### src/rtl/cmp_pkg.sv
// ============================================================================
// Module      : cmp_pkg
// Description : Shared types and sizing helpers for the digit-serial comparator.
// Revision    : 1.0 - initial release
// ============================================================================
`default_nettype none

package cmp_pkg;

    typedef enum logic [1:0] {
        IDLE = 2'd0,
        RUN  = 2'd1,
        DONE = 2'd2
    } cmp_state_t;

    typedef struct packed {
        logic gt;
        logic eq;
        logic lt;
    } cmp_result_t;

    function automatic int calc_ndig(input int width, input int digit);
        return width / digit;
    endfunction

    function automatic int calc_cnt_w(input int ndig);
        return (ndig > 1) ? $clog2(ndig) : 1;
    endfunction

endpackage

`default_nettype wire

### src/rtl/digit_cmp.sv
// ============================================================================
// Module      : digit_cmp
// Description : Combinational unsigned compare of one DIGIT-bit digit pair.
// Revision    : 1.0 - initial release
// ============================================================================
`default_nettype none

module digit_cmp #(
    parameter int DIGIT = 2
) (
    input  logic [DIGIT-1:0] a,
    input  logic [DIGIT-1:0] b,
    output logic             gt,
    output logic             lt
);

    assign gt = (a > b);
    assign lt = (a < b);

endmodule

`default_nettype wire

### src/rtl/seq_comparator.sv
// ============================================================================
// Module      : seq_comparator
// Description : Digit-serial MSB-first magnitude comparator with early exit.
//               Optional two's-complement mode via SEQ_CMP_SIGNED_EN.
// Revision    : 1.0 - initial release
// ============================================================================
`default_nettype none

module seq_comparator
    import cmp_pkg::*;
#(
    parameter int WIDTH = 8,
    parameter int DIGIT = 2
) (
    input  logic             clk,
    input  logic             rst_n,
    input  logic             start,
    input  logic [WIDTH-1:0] a,
    input  logic [WIDTH-1:0] b,
`ifdef SEQ_CMP_SIGNED_EN
    input  logic             signed_mode,
`endif
    output logic             busy,
    output logic             done,
    output logic             Gt,
    output logic             Eq,
    output logic             Lt
);

    localparam int                 c_NDIG  = calc_ndig(WIDTH, DIGIT);
    localparam int                 c_CNT_W = calc_cnt_w(c_NDIG);
    localparam logic [c_CNT_W-1:0] c_LAST  = c_CNT_W'(c_NDIG - 1);
    localparam logic [c_CNT_W-1:0] c_ONE   = c_CNT_W'(1);

    cmp_state_t         r_state;
    cmp_state_t         w_next;
    logic [WIDTH-1:0]   r_sa;
    logic [WIDTH-1:0]   r_sb;
    logic [c_CNT_W-1:0] r_cnt;
    cmp_result_t        r_res;
    logic [WIDTH-1:0]   w_bias;
    logic               w_gt;
    logic               w_lt;
    logic               w_accept;
    logic               w_decide;

    // Flipping both MSBs maps two's-complement order onto unsigned order.
`ifdef SEQ_CMP_SIGNED_EN
    localparam logic [WIDTH-1:0] c_MSB = WIDTH'(1) << (WIDTH - 1);
    assign w_bias = signed_mode ? c_MSB : '0;
`else
    assign w_bias = '0;
`endif

    digit_cmp #(
        .DIGIT (DIGIT)
    ) u_digit_cmp (
        .a  (r_sa[WIDTH-1 -: DIGIT]),
        .b  (r_sb[WIDTH-1 -: DIGIT]),
        .gt (w_gt),
        .lt (w_lt)
    );

    assign w_accept = start && (r_state != RUN);
    assign w_decide = (r_state == RUN) && (w_gt || w_lt || (r_cnt == c_LAST));

    always_comb begin
        w_next = r_state;
        case (r_state)
            IDLE:    if (start) w_next = RUN;
            RUN:     if (w_decide) w_next = DONE;
            DONE:    w_next = start ? RUN : IDLE;
            default: w_next = IDLE;
        endcase
    end

    always_ff @(posedge clk or negedge rst_n) begin
        if (!rst_n) begin
            r_state <= IDLE;
        end else begin
            r_state <= w_next;
        end
    end

    always_ff @(posedge clk or negedge rst_n) begin
        if (!rst_n) begin
            r_sa  <= '0;
            r_sb  <= '0;
            r_cnt <= '0;
            r_res <= '0;
        end else if (w_accept) begin
            r_sa  <= a ^ w_bias;
            r_sb  <= b ^ w_bias;
            r_cnt <= '0;
        end else if (r_state == RUN) begin
            if (w_decide) begin
                r_res.gt <= w_gt;
                r_res.eq <= !(w_gt || w_lt);
                r_res.lt <= w_lt;
            end else begin
                r_sa  <= r_sa << DIGIT;
                r_sb  <= r_sb << DIGIT;
                r_cnt <= r_cnt + c_ONE;
            end
        end
    end

    assign busy = (r_state == RUN);
    assign done = (r_state == DONE);
    assign Gt   = r_res.gt;
    assign Eq   = r_res.eq;
    assign Lt   = r_res.lt;

endmodule

`default_nettype wire

### config.mk
export PLATFORM = sky130hd
export DESIGN_NAME = seq_comparator
export DESIGN_NICKNAME = d
export VERILOG_FILES = /design/src/rtl/cmp_pkg.sv /design/src/rtl/digit_cmp.sv /design/src/rtl/seq_comparator.sv
export SDC_FILE = /design/constraint.sdc
export NUM_CORES = 1
export LEC_CHECK = 0
export BUFFER_PORTS_ARGS = -buffer_cell sky130_fd_sc_hd__buf_2
export CELL_PAD_IN_SITES_DETAIL_PLACEMENT = 0
export CELL_PAD_IN_SITES_GLOBAL_PLACEMENT = 1
export CORE_MARGIN = 3
export CORE_UTILIZATION = 25
export DETAILED_ROUTE_END_ITERATION = 8
export GPL_ROUTABILITY_DRIVEN = 1
export GPL_TIMING_DRIVEN = 0
export PLACE_DENSITY = 0.48
export SLEW_MARGIN = 30
export SYNTH_ARGS = -nofsm -noshare
export SYNTH_HDL_FRONTEND = slang
export SYNTH_SLANG_ARGS = --single-unit
### constraint.sdc
create_clock -name clk -period 2.1 [get_ports clk]
set_input_delay 0.42 -clock clk [delete_from_list [all_inputs] [get_ports clk]]
set_output_delay 0.42 -clock clk [all_outputs]
set_load 0.02 [all_outputs]
-- Word-level counts from Yosys, hierarchy flattened
Cells that the tools add are included.
- ROM bits: 0
- latch bits: 0
- RAM bits: 0
- memories kept: 0
- register bits after elaboration: 23
- muxes and demuxes: 13
- equality and inequality tests: 7
- shifts and indexed selects: 0
- $lt $le $gt $ge: 2
- add/sub/neg operators: 1
- $mul: 0
- div/mod/pow operators: 0
- reduce and logical (&&, ||, !) cells: 10
- bitwise gates (word level): 1
- operator list (operator ; number):
    two-way mux 8 bit ; 6
    two-way mux 2 bit ; 5
    case mux 2 bit (3 select lines) ; 1
    equality test 2 bit, second input constant ; 2
    inequality test 2 x 1 -> 1 bit, second input constant ; 2
    inequality test 2 bit, second input constant ; 2
    AND reduction 2 bit ; 2
    AND reduction 3 bit ; 1
    adder 2 x 1 -> 2 bit, second input constant ; 1
    equality test 2 x 1 -> 1 bit, second input constant ; 1
    greater-than comparator 2 bit ; 1
    logical AND 1 bit ; 2
    zero test 2 bit ; 1
    logical OR 1 bit ; 2
    less-than comparator 2 bit ; 1
    nonzero test 2 bit ; 1
    zero test 1 bit ; 1
    two-way mux 1 bit ; 1
    inverter 1 bit ; 1

-- Depth between registers and ports, before layout
Gate-level depths: netlist of the first run.
- word-level depth: 7
- depth in mapped cells: 7

-- Modules after synthesis
From an unflattened synthesis of the first run, not the netlist that was laid out.
- cell total of the unflattened synthesis: 95
- area total of the unflattened synthesis: 1139.8 µm²
- modules (own cells, without submodules) (module ; instances ; cells an instance ; seq. area each (µm²) ; area each (µm²)):
    seq_comparator ; 1 ; 88 ; 575.6 ; 1074.8
    digit_cmp ; 1 ; 7 ; 0.0 ; 65.1

-- Worst setup path before layout of the first run
OpenSTA, ideal clock, no wires.
- kind: register -> register
- start: reg r_sa[7]
- end: reg r_sa[2]
- data arrival time: 1.567 ns
- stages on the path, launching flop included: 7
- path buffers: 1
- path slack: 0.468 ns
- cells stage by stage: dfrtp_1 > ha_1 > nand2_2 > o31ai_4 > a21boi_4 > buf_6 > o221a_2
- longest elaborated chain between the ends: 6
- elaborated cells between the ends (all ways): 7
- ends and longest elaborated chain (what ; RTL line ; text):
    start: declaration ; seq_comparator.sv:37 ; logic [WIDTH-1:0] r_sa;
    start signal: assignment ; seq_comparator.sv:92 ; r_sa <= a ^ w_bias;
    start signal: assignment ; seq_comparator.sv:101 ; r_sa <= r_sa << DIGIT;
    greater-than comparator 2 bit or less-than comparator 2 bit (tied branches) ; digit_cmp.sv:17, digit_cmp.sv:18 ;
    logical OR 1 bit * (2 in series) ; seq_comparator.sv:65 ; assign w_decide = (r_state == RUN) && (w_gt || w_lt || (r_cnt == c_LAST));
    logical AND 1 bit * ; seq_comparator.sv:65 ;
    inequality test 2 bit (no source line) * ; n/a ;
    AND reduction 2 bit (no source line) * ; n/a ;
Mark *: on every way between the ends. The rest lies on a longest branch, timed or not.
A chain may end at the register's enable or synchronous reset.

-- Final worst setup path of the first run
- start: reg r_state[1]
- end: out busy
- longest elaborated chain between the ends: 1
- ends and longest elaborated chain (what ; RTL line ; text):
    start: declaration ; seq_comparator.sv:35 ; cmp_state_t r_state;
    start signal: assignment ; seq_comparator.sv:81 ; r_state <= w_next;
    equality test 2 x 1 -> 1 bit ; seq_comparator.sv:108 ; assign busy = (r_state == RUN);
    end: declaration ; seq_comparator.sv:23 ; output logic busy,
No other way between the ends.

==> impl_metrics.env, run 1 <==
export IMPL_clock_sinks=23
export IMPL_gp_congestion=0.684
export IMPL_multi_input_area_um2=437
export IMPL_wl_met3_um=98
export IMPL_synth_area_um2=1070
export IMPL_start_kind="register"
export IMPL_grt_overflow_total=0
export IMPL_vdd_drop_max_v=0.000431
export IMPL_syn_nets=108
export IMPL_firstDrtPassIters=4
export IMPL_die_h_um=71.3
export IMPL_n_antenna_cell=0
export IMPL_clockBufferDepth=2
export IMPL_crit_buf_inv=4
export IMPL_status="complete, no violations"
export IMPL_grt_pass1_wl_um=4320
export IMPL_die_x_um=71.3
export IMPL_die_area_um2=5090
export IMPL_netSwitchingPower_w=0.000750
export IMPL_floorplan_initialDensity=0.263
export IMPL_wl_per_cell_um=16.0
export IMPL_drt_iter0_markers=28
export IMPL_critPathKind="register to primary output"
export IMPL_p_per_area_nw_per_um2=1510
export IMPL_fin_skew_ns=0.00624
export IMPL_cp_arrival_ns=1.55
export IMPL_finalHoldViolations=0
export IMPL_wl_um=2610
export IMPL_rsz0062_at_grt="false"
export IMPL_dr_wl_met2_um=1250
export IMPL_hold_buffers=0
export IMPL_leakage_nw=0.597
export IMPL_critPathMaxStageDelay_ns=0.37
export IMPL_min_period_ns=1.97
export IMPL_grt_max_degree=24
export IMPL_ys_seq_area_frac=0.539
export IMPL_fin_nets=136
export IMPL_dp_hpwl_um=1900
export IMPL_intPower_w=0.00121
export IMPL_cts_tree="done"
export IMPL_finalSetupTns_ns=0
export IMPL_synth_avg_cell_area_um2=12.4
export IMPL_critPathMaxFanout=10
export IMPL_coreArea_um2=4060
export IMPL_postSynthCellCount=86
export IMPL_grt_pass1_vias=829
export IMPL_cts_buffers=3
export IMPL_nFillCells=431
export IMPL_drc=0
export IMPL_cp_end_kind="primary output"
export IMPL_drt_antenna_violating_nets=0
export IMPL_dp_cells=159
export IMPL_synth_cell_types=24
export IMPL_maxCapViolations=0
export IMPL_grt_usage=0.111
export IMPL_vias_per_cell=4.72
export IMPL_dr_total_vias=770
export IMPL_port_buffers=23
export IMPL_p_sw_frac=0.383
export IMPL_period_share=0.940
export IMPL_p_seq_frac=0.386
export IMPL_area_growth_syn_to_layout_pct=21.2
export IMPL_worst_slew_pin_slew_ns=0.593
export IMPL_setup_viol=0
export IMPL_clockPowerShare=0.147
export IMPL_htreeDepth=1
export IMPL_cp_cell_sequence="nand2b_2, inv_2, buf_4, buf_2, buf_2"
export IMPL_path_delay_family="buffers and inverters"
export IMPL_highest_layer="met4"
export IMPL_hold_class="input port to async pin"
export IMPL_drv_slew=0
export IMPL_wl_met1_um=1220
export IMPL_max_slew_margin=0.600
export IMPL_crit_slowest_cell="dfrtp_1"
export IMPL_rows=23
export IMPL_clk_pin_slew_worst_paths_ns=0.09
export IMPL_cts_root_buffer="clkbuf_8"
export IMPL_cts_setup_buffers=0
export IMPL_critPathMostFrequentCell="buf_2"
export IMPL_drive_gt1_frac=0.434
export IMPL_fmaxAchievable_mhz=507
export IMPL_ctsResizeCount=0
export IMPL_pwr_share_comb=0.467
export IMPL_register_area_um2=576
export IMPL_cp_data_required_time_ns=1.68
export IMPL_antenna_found_initial=0
export IMPL_ys_ff_latch=23
export IMPL_clock_latency_ns=0.27
export IMPL_pin_count=24
export IMPL_synth_warnings=0
export IMPL_final_cells=163
cells in the mapped netlist, drive strengths merged:
cell | number | area [um2]
a32o | 2 | 20.0
nor2 | 4 | 15.0
a21oi | 1 | 5.00
o21ai | 3 | 15.0
mux2i | 1 | 10.0
nand2 | 3 | 13.8
inv | 6 | 22.5
buf | 4 | 28.8
or3 | 12 | 75.1
nor2b | 2 | 12.5
dfrtp | 23 | 576
o31ai | 1 | 21.3
a21o | 1 | 8.76
clkbuf | 1 | 3.75
a21boi | 1 | 18.8
nor3 | 1 | 5.00
ha | 3 | 37.5
nand2b | 1 | 8.76
o221a | 12 | 135
a22o | 4 | 35.0
stage by stage:
step	cell area [um2]	utilization	setup slack (ns)	power, W	hold slack (ns)
detailed placement	1240	0.307	0.218	0.00170	0.438
floorplan	1070	-	0.468	0.00144	0.124
global placement	1240	0.307	0.201	0.00169	0.441
CTS	1290	0.319	0.0949	0.00199	0.138
finish	1290	0.319	0.127	0.00196	0.125
global route	1290	0.319	0.0424	0.00213	0.162
layout by cell type, fill, tap and decap left out:
master,n
a21boi_4,1
nand2_2,1
inv_1,5
or3_1,12
a21o_2,1
o21ai_0,3
ha_1,3
buf_2,25
mux2i_1,1
nor2b_1,2
dfrtp_1,23
o31ai_4,1
buf_4,1
a32o_1,2
nand2_1,2
clkinvlp_4,1
a21oi_1,1
nand2b_2,1
o221a_2,12
buf_6,1
clkbuf_8,3
clkbuf_1,1
nor3_1,1
nor2_1,4
inv_2,1
a22o_1,4
power groups by stage:
stage	registers, W	clock network (W)	logic [W]
after global routing	0.000777	0.000326	0.00102
after global placement	0.000763	0	0.000923
after CTS	0.000758	0.000300	0.000935
after floorplan	0.000751	0	0.000689
final	0.000755	0.000288	0.000913
after detailed placement	0.000768	0	0.000934
layout make-up:
type / count / share of cell area
repair buffers: 23 / 0.0890
inverters: 6 / 0.0174
clock buffers: 3 / 0.0319
clock inverters: 1 / 0.00580
plain buffers: 5 / 0.0251
multi-input cells: 52 / 0.338
well taps: 50 / 0.0484
flip-flops and latches: 23 / 0.445
worst paths after layout:
path	startpoint	endpoint	slack (ns)	cells past startpoint
worst min-delay path	rst_n	r_sa[1]	0.12	1
min in group clk	b[0]	r_sb[0]	0.36	2
worst min register to register	r_cnt[0]	r_cnt[0]	0.49	1
worst max register to register	r_sb[7]	r_sa[5]	0.21	7
worst max-delay path	r_state[1]	busy	0.13	5
max in group asynchronous	rst_n	r_sa[7]	1.61	1
cells by family after synthesis:
| logic type | Yosys count | synth area share |
|---|---|---|
| AO/OA/AOI/OAI | 25 | 0.243 |
| adder cells (fa/ha/maj) | 3 | 0.0352 |
| buffers and inverters | 11 | 0.0516 |
| flip-flops | 23 | 0.539 |
| multiplexers | 1 | 0.00938 |
| AND/OR/NAND/NOR | 23 | 0.122 |
routing by layer:
layer | track usage | vias to the layer above
met5 | 0 | -
met4 | 0.0501 | 0
met3 | 0.0224 | 4
met2 | 0.171 | 14
met1 | 0.151 | 374
li1 | - | 378
state kept, by name, indices dropped and copies added (netlist names):
register  count
Eq            1
r_state       2
Gt            1
Lt            1
r_sa          8
r_sb          8
r_cnt         2
Note: power is estimated with default switching activity, not from simulation.
==> run 2, diff against run 1 <==
--- a/config.mk
+++ b/config.mk
@@ -5,11 +5,12 @@
 export SDC_FILE = /design/constraint.sdc
 export NUM_CORES = 1
 export LEC_CHECK = 0
-export BUFFER_PORTS_ARGS = -buffer_cell sky130_fd_sc_hd__buf_2
+export BUFFER_PORTS_ARGS = -buffer_cell sky130_fd_sc_hd__buf_4
 export CELL_PAD_IN_SITES_DETAIL_PLACEMENT = 0
 export CELL_PAD_IN_SITES_GLOBAL_PLACEMENT = 1
 export CORE_MARGIN = 3
 export CORE_UTILIZATION = 25
+export CTS_BUF_LIST = sky130_fd_sc_hd__clkbuf_8
 export DETAILED_ROUTE_END_ITERATION = 8
 export GPL_ROUTABILITY_DRIVEN = 1
 export GPL_TIMING_DRIVEN = 0
==> impl_metrics.env, run 2 (synthesis results as in run 1) <==
export IMPL_die_h_um=71.3
export IMPL_path_delay_family="buffers and inverters"
export IMPL_crit_buf_inv=4
export IMPL_layout_commonest_cell="buf_4"
export IMPL_coreArea_um2=4060
export IMPL_finalHoldViolations=0
export IMPL_die_area_um2=5090
export IMPL_antenna_found_initial=0
export IMPL_clock_sinks=23
export IMPL_grt_overflow_total=0
export IMPL_top_regs="r_sa x8, r_sb x8"
export IMPL_final_util=0.332
export IMPL_crit_end="busy"
export IMPL_drv_slew=0
export IMPL_reg2reg_slack_ns=0.20
export IMPL_power_w=0.00199
export IMPL_htreeDepth=1
export IMPL_area_growth_syn_to_layout_pct=26.4
export IMPL_clock_latency_ns=0.27
export IMPL_final_cells=163
export IMPL_cp_end_kind="primary output"
export IMPL_pin_count=24
export IMPL_p_per_area_nw_per_um2=1470
export IMPL_fin_nets=136
export IMPL_gp_congestion=0.662
export IMPL_leakage_nw=0.618
export IMPL_cts_root_buffer="clkbuf_8"
export IMPL_firstDrtPassIters=4
export IMPL_min_period_ns=1.97
export IMPL_setup_viol=0
export IMPL_dp_cells=159
export IMPL_cp_arrival_ns=1.55
export IMPL_fin_skew_ns=0.00403
export IMPL_fmaxAchievable_mhz=507
export IMPL_critPathMaxStageDelay_ns=0.37
export IMPL_critPathKind="register to primary output"
export IMPL_cts_setup_buffers=0
export IMPL_cts_tree="done"
export IMPL_hold_class="input port to async pin"
export IMPL_clk_pin_slew_worst_paths_ns=0.09
export IMPL_clockBufferDepth=2
export IMPL_critPathMostFrequentCell="buf_4"
export IMPL_port_buffers=23
export IMPL_layout_common_cells="buf_4 (24), dfrtp_1 (23), or3_1 (12), o221a_2 (12), inv_1 (5)"
export IMPL_drc=0
export IMPL_worst_slew_pin_slew_ns=0.640
export IMPL_start_kind="register"
export IMPL_grt_pass1_wl_um=4240
export IMPL_cp_data_required_time_ns=1.68
export IMPL_die_x_um=71.3
export IMPL_grt_pass1_vias=795
export IMPL_finalSetupTns_ns=0
export IMPL_crit_slowest_cell="dfrtp_1"
export IMPL_r2r_cells=7
export IMPL_vias_per_cell=4.76
export IMPL_ctsResizeCount=0
export IMPL_max_slew_margin=0.569
export IMPL_startpoint="r_state[1]"
export IMPL_status="complete, no violations"
export IMPL_hold_buffers=0
export IMPL_grt_max_degree=24
export IMPL_wl_per_cell_um=15.8
export IMPL_floorplan_initialDensity=0.263
export IMPL_crit_cells=5
export IMPL_drt_antenna_violating_nets=0
export IMPL_wl_um=2570
export IMPL_rr_startpoint="r_sb[7]"
export IMPL_dr_total_vias=776
export IMPL_period_share=0.939
export IMPL_reg2reg_to="r_sa[6]"
export IMPL_rsz0062_at_grt="false"
export IMPL_dp_hpwl_um=1860
export IMPL_drive_gt1_frac=0.434
export IMPL_maxCapViolations=0
export IMPL_cp_cell_sequence="nand2b_2, inv_2, buf_4, buf_2, buf_4"
export IMPL_cts_buffers=3
export IMPL_n_antenna_cell=0
export IMPL_rows=23
export IMPL_drt_iter0_markers=25
export IMPL_grt_usage=0.111
export IMPL_critPathMaxFanout=10
export IMPL_vdd_drop_max_v=0.000476
run 2: changes by cell type in the layout (fill, tap and decap cells not counted), sizes merged:
cell      change
clkinv        +1
clkinvlp      -1
run 2: final cells by class:
type | count | area (um2)
Clock inverter | 1 | 5.00
Clock buffer | 3 | 41.3
Fill cell | 409 | 2710
Multi-Input combinational cell | 52 | 437
Tap cell | 50 | 62.6
Buffer | 5 | 32.5
Timing Repair Buffer | 23 | 173
Sequential cell | 23 | 576
Inverter | 6 | 22.5
run 2: through the flow:
step / instance area [um2] / setup WS, ns / hold WS, ns
after global placement: 1300 / 0.193 / 0.342
final: 1350 / 0.128 / 0.0303
after floorplan: 1070 / 0.468 / 0.124
after detailed placement: 1300 / 0.199 / 0.339
after CTS: 1350 / 0.115 / 0.0429
after global routing: 1350 / 0.0670 / 0.0503
run 2: power by group:
group	internal, W	switching (W)
Sequential	0.000639	0.000118
Clock	0.000133	0.000154
Combinational	0.000461	0.000484
Total	0.00123	0.000756
run 2: worst min-delay path by stage:
stage	start	end	slack [ns]	cells after the start
after floorplan	rst_n	Eq	0.12	0
after global placement	rst_n	Lt	0.34	1
after detailed placement	rst_n	Gt	0.34	1
after CTS	rst_n	Gt	0.04	1
after global routing	rst_n	r_sa[5]	0.05	1
final	rst_n	Gt	0.03	1
run 2: worst register-to-register path, cell delays in order, from the launching register on:
cell     delay [ns]
dfrtp_1        0.36
inv_1          0.05
ha_1           0.29
nand2_2        0.10
nor3_1         0.29
nand2_1        0.20
buf_2          0.24
o221a_2        0.26
run 2: metal layers:
metal,part of all wire,GRT usage
met1,0.49,0.159
met5,0,0
met2,0.47,0.163
met4,0.020,0.0501
met3,0.019,0.0168
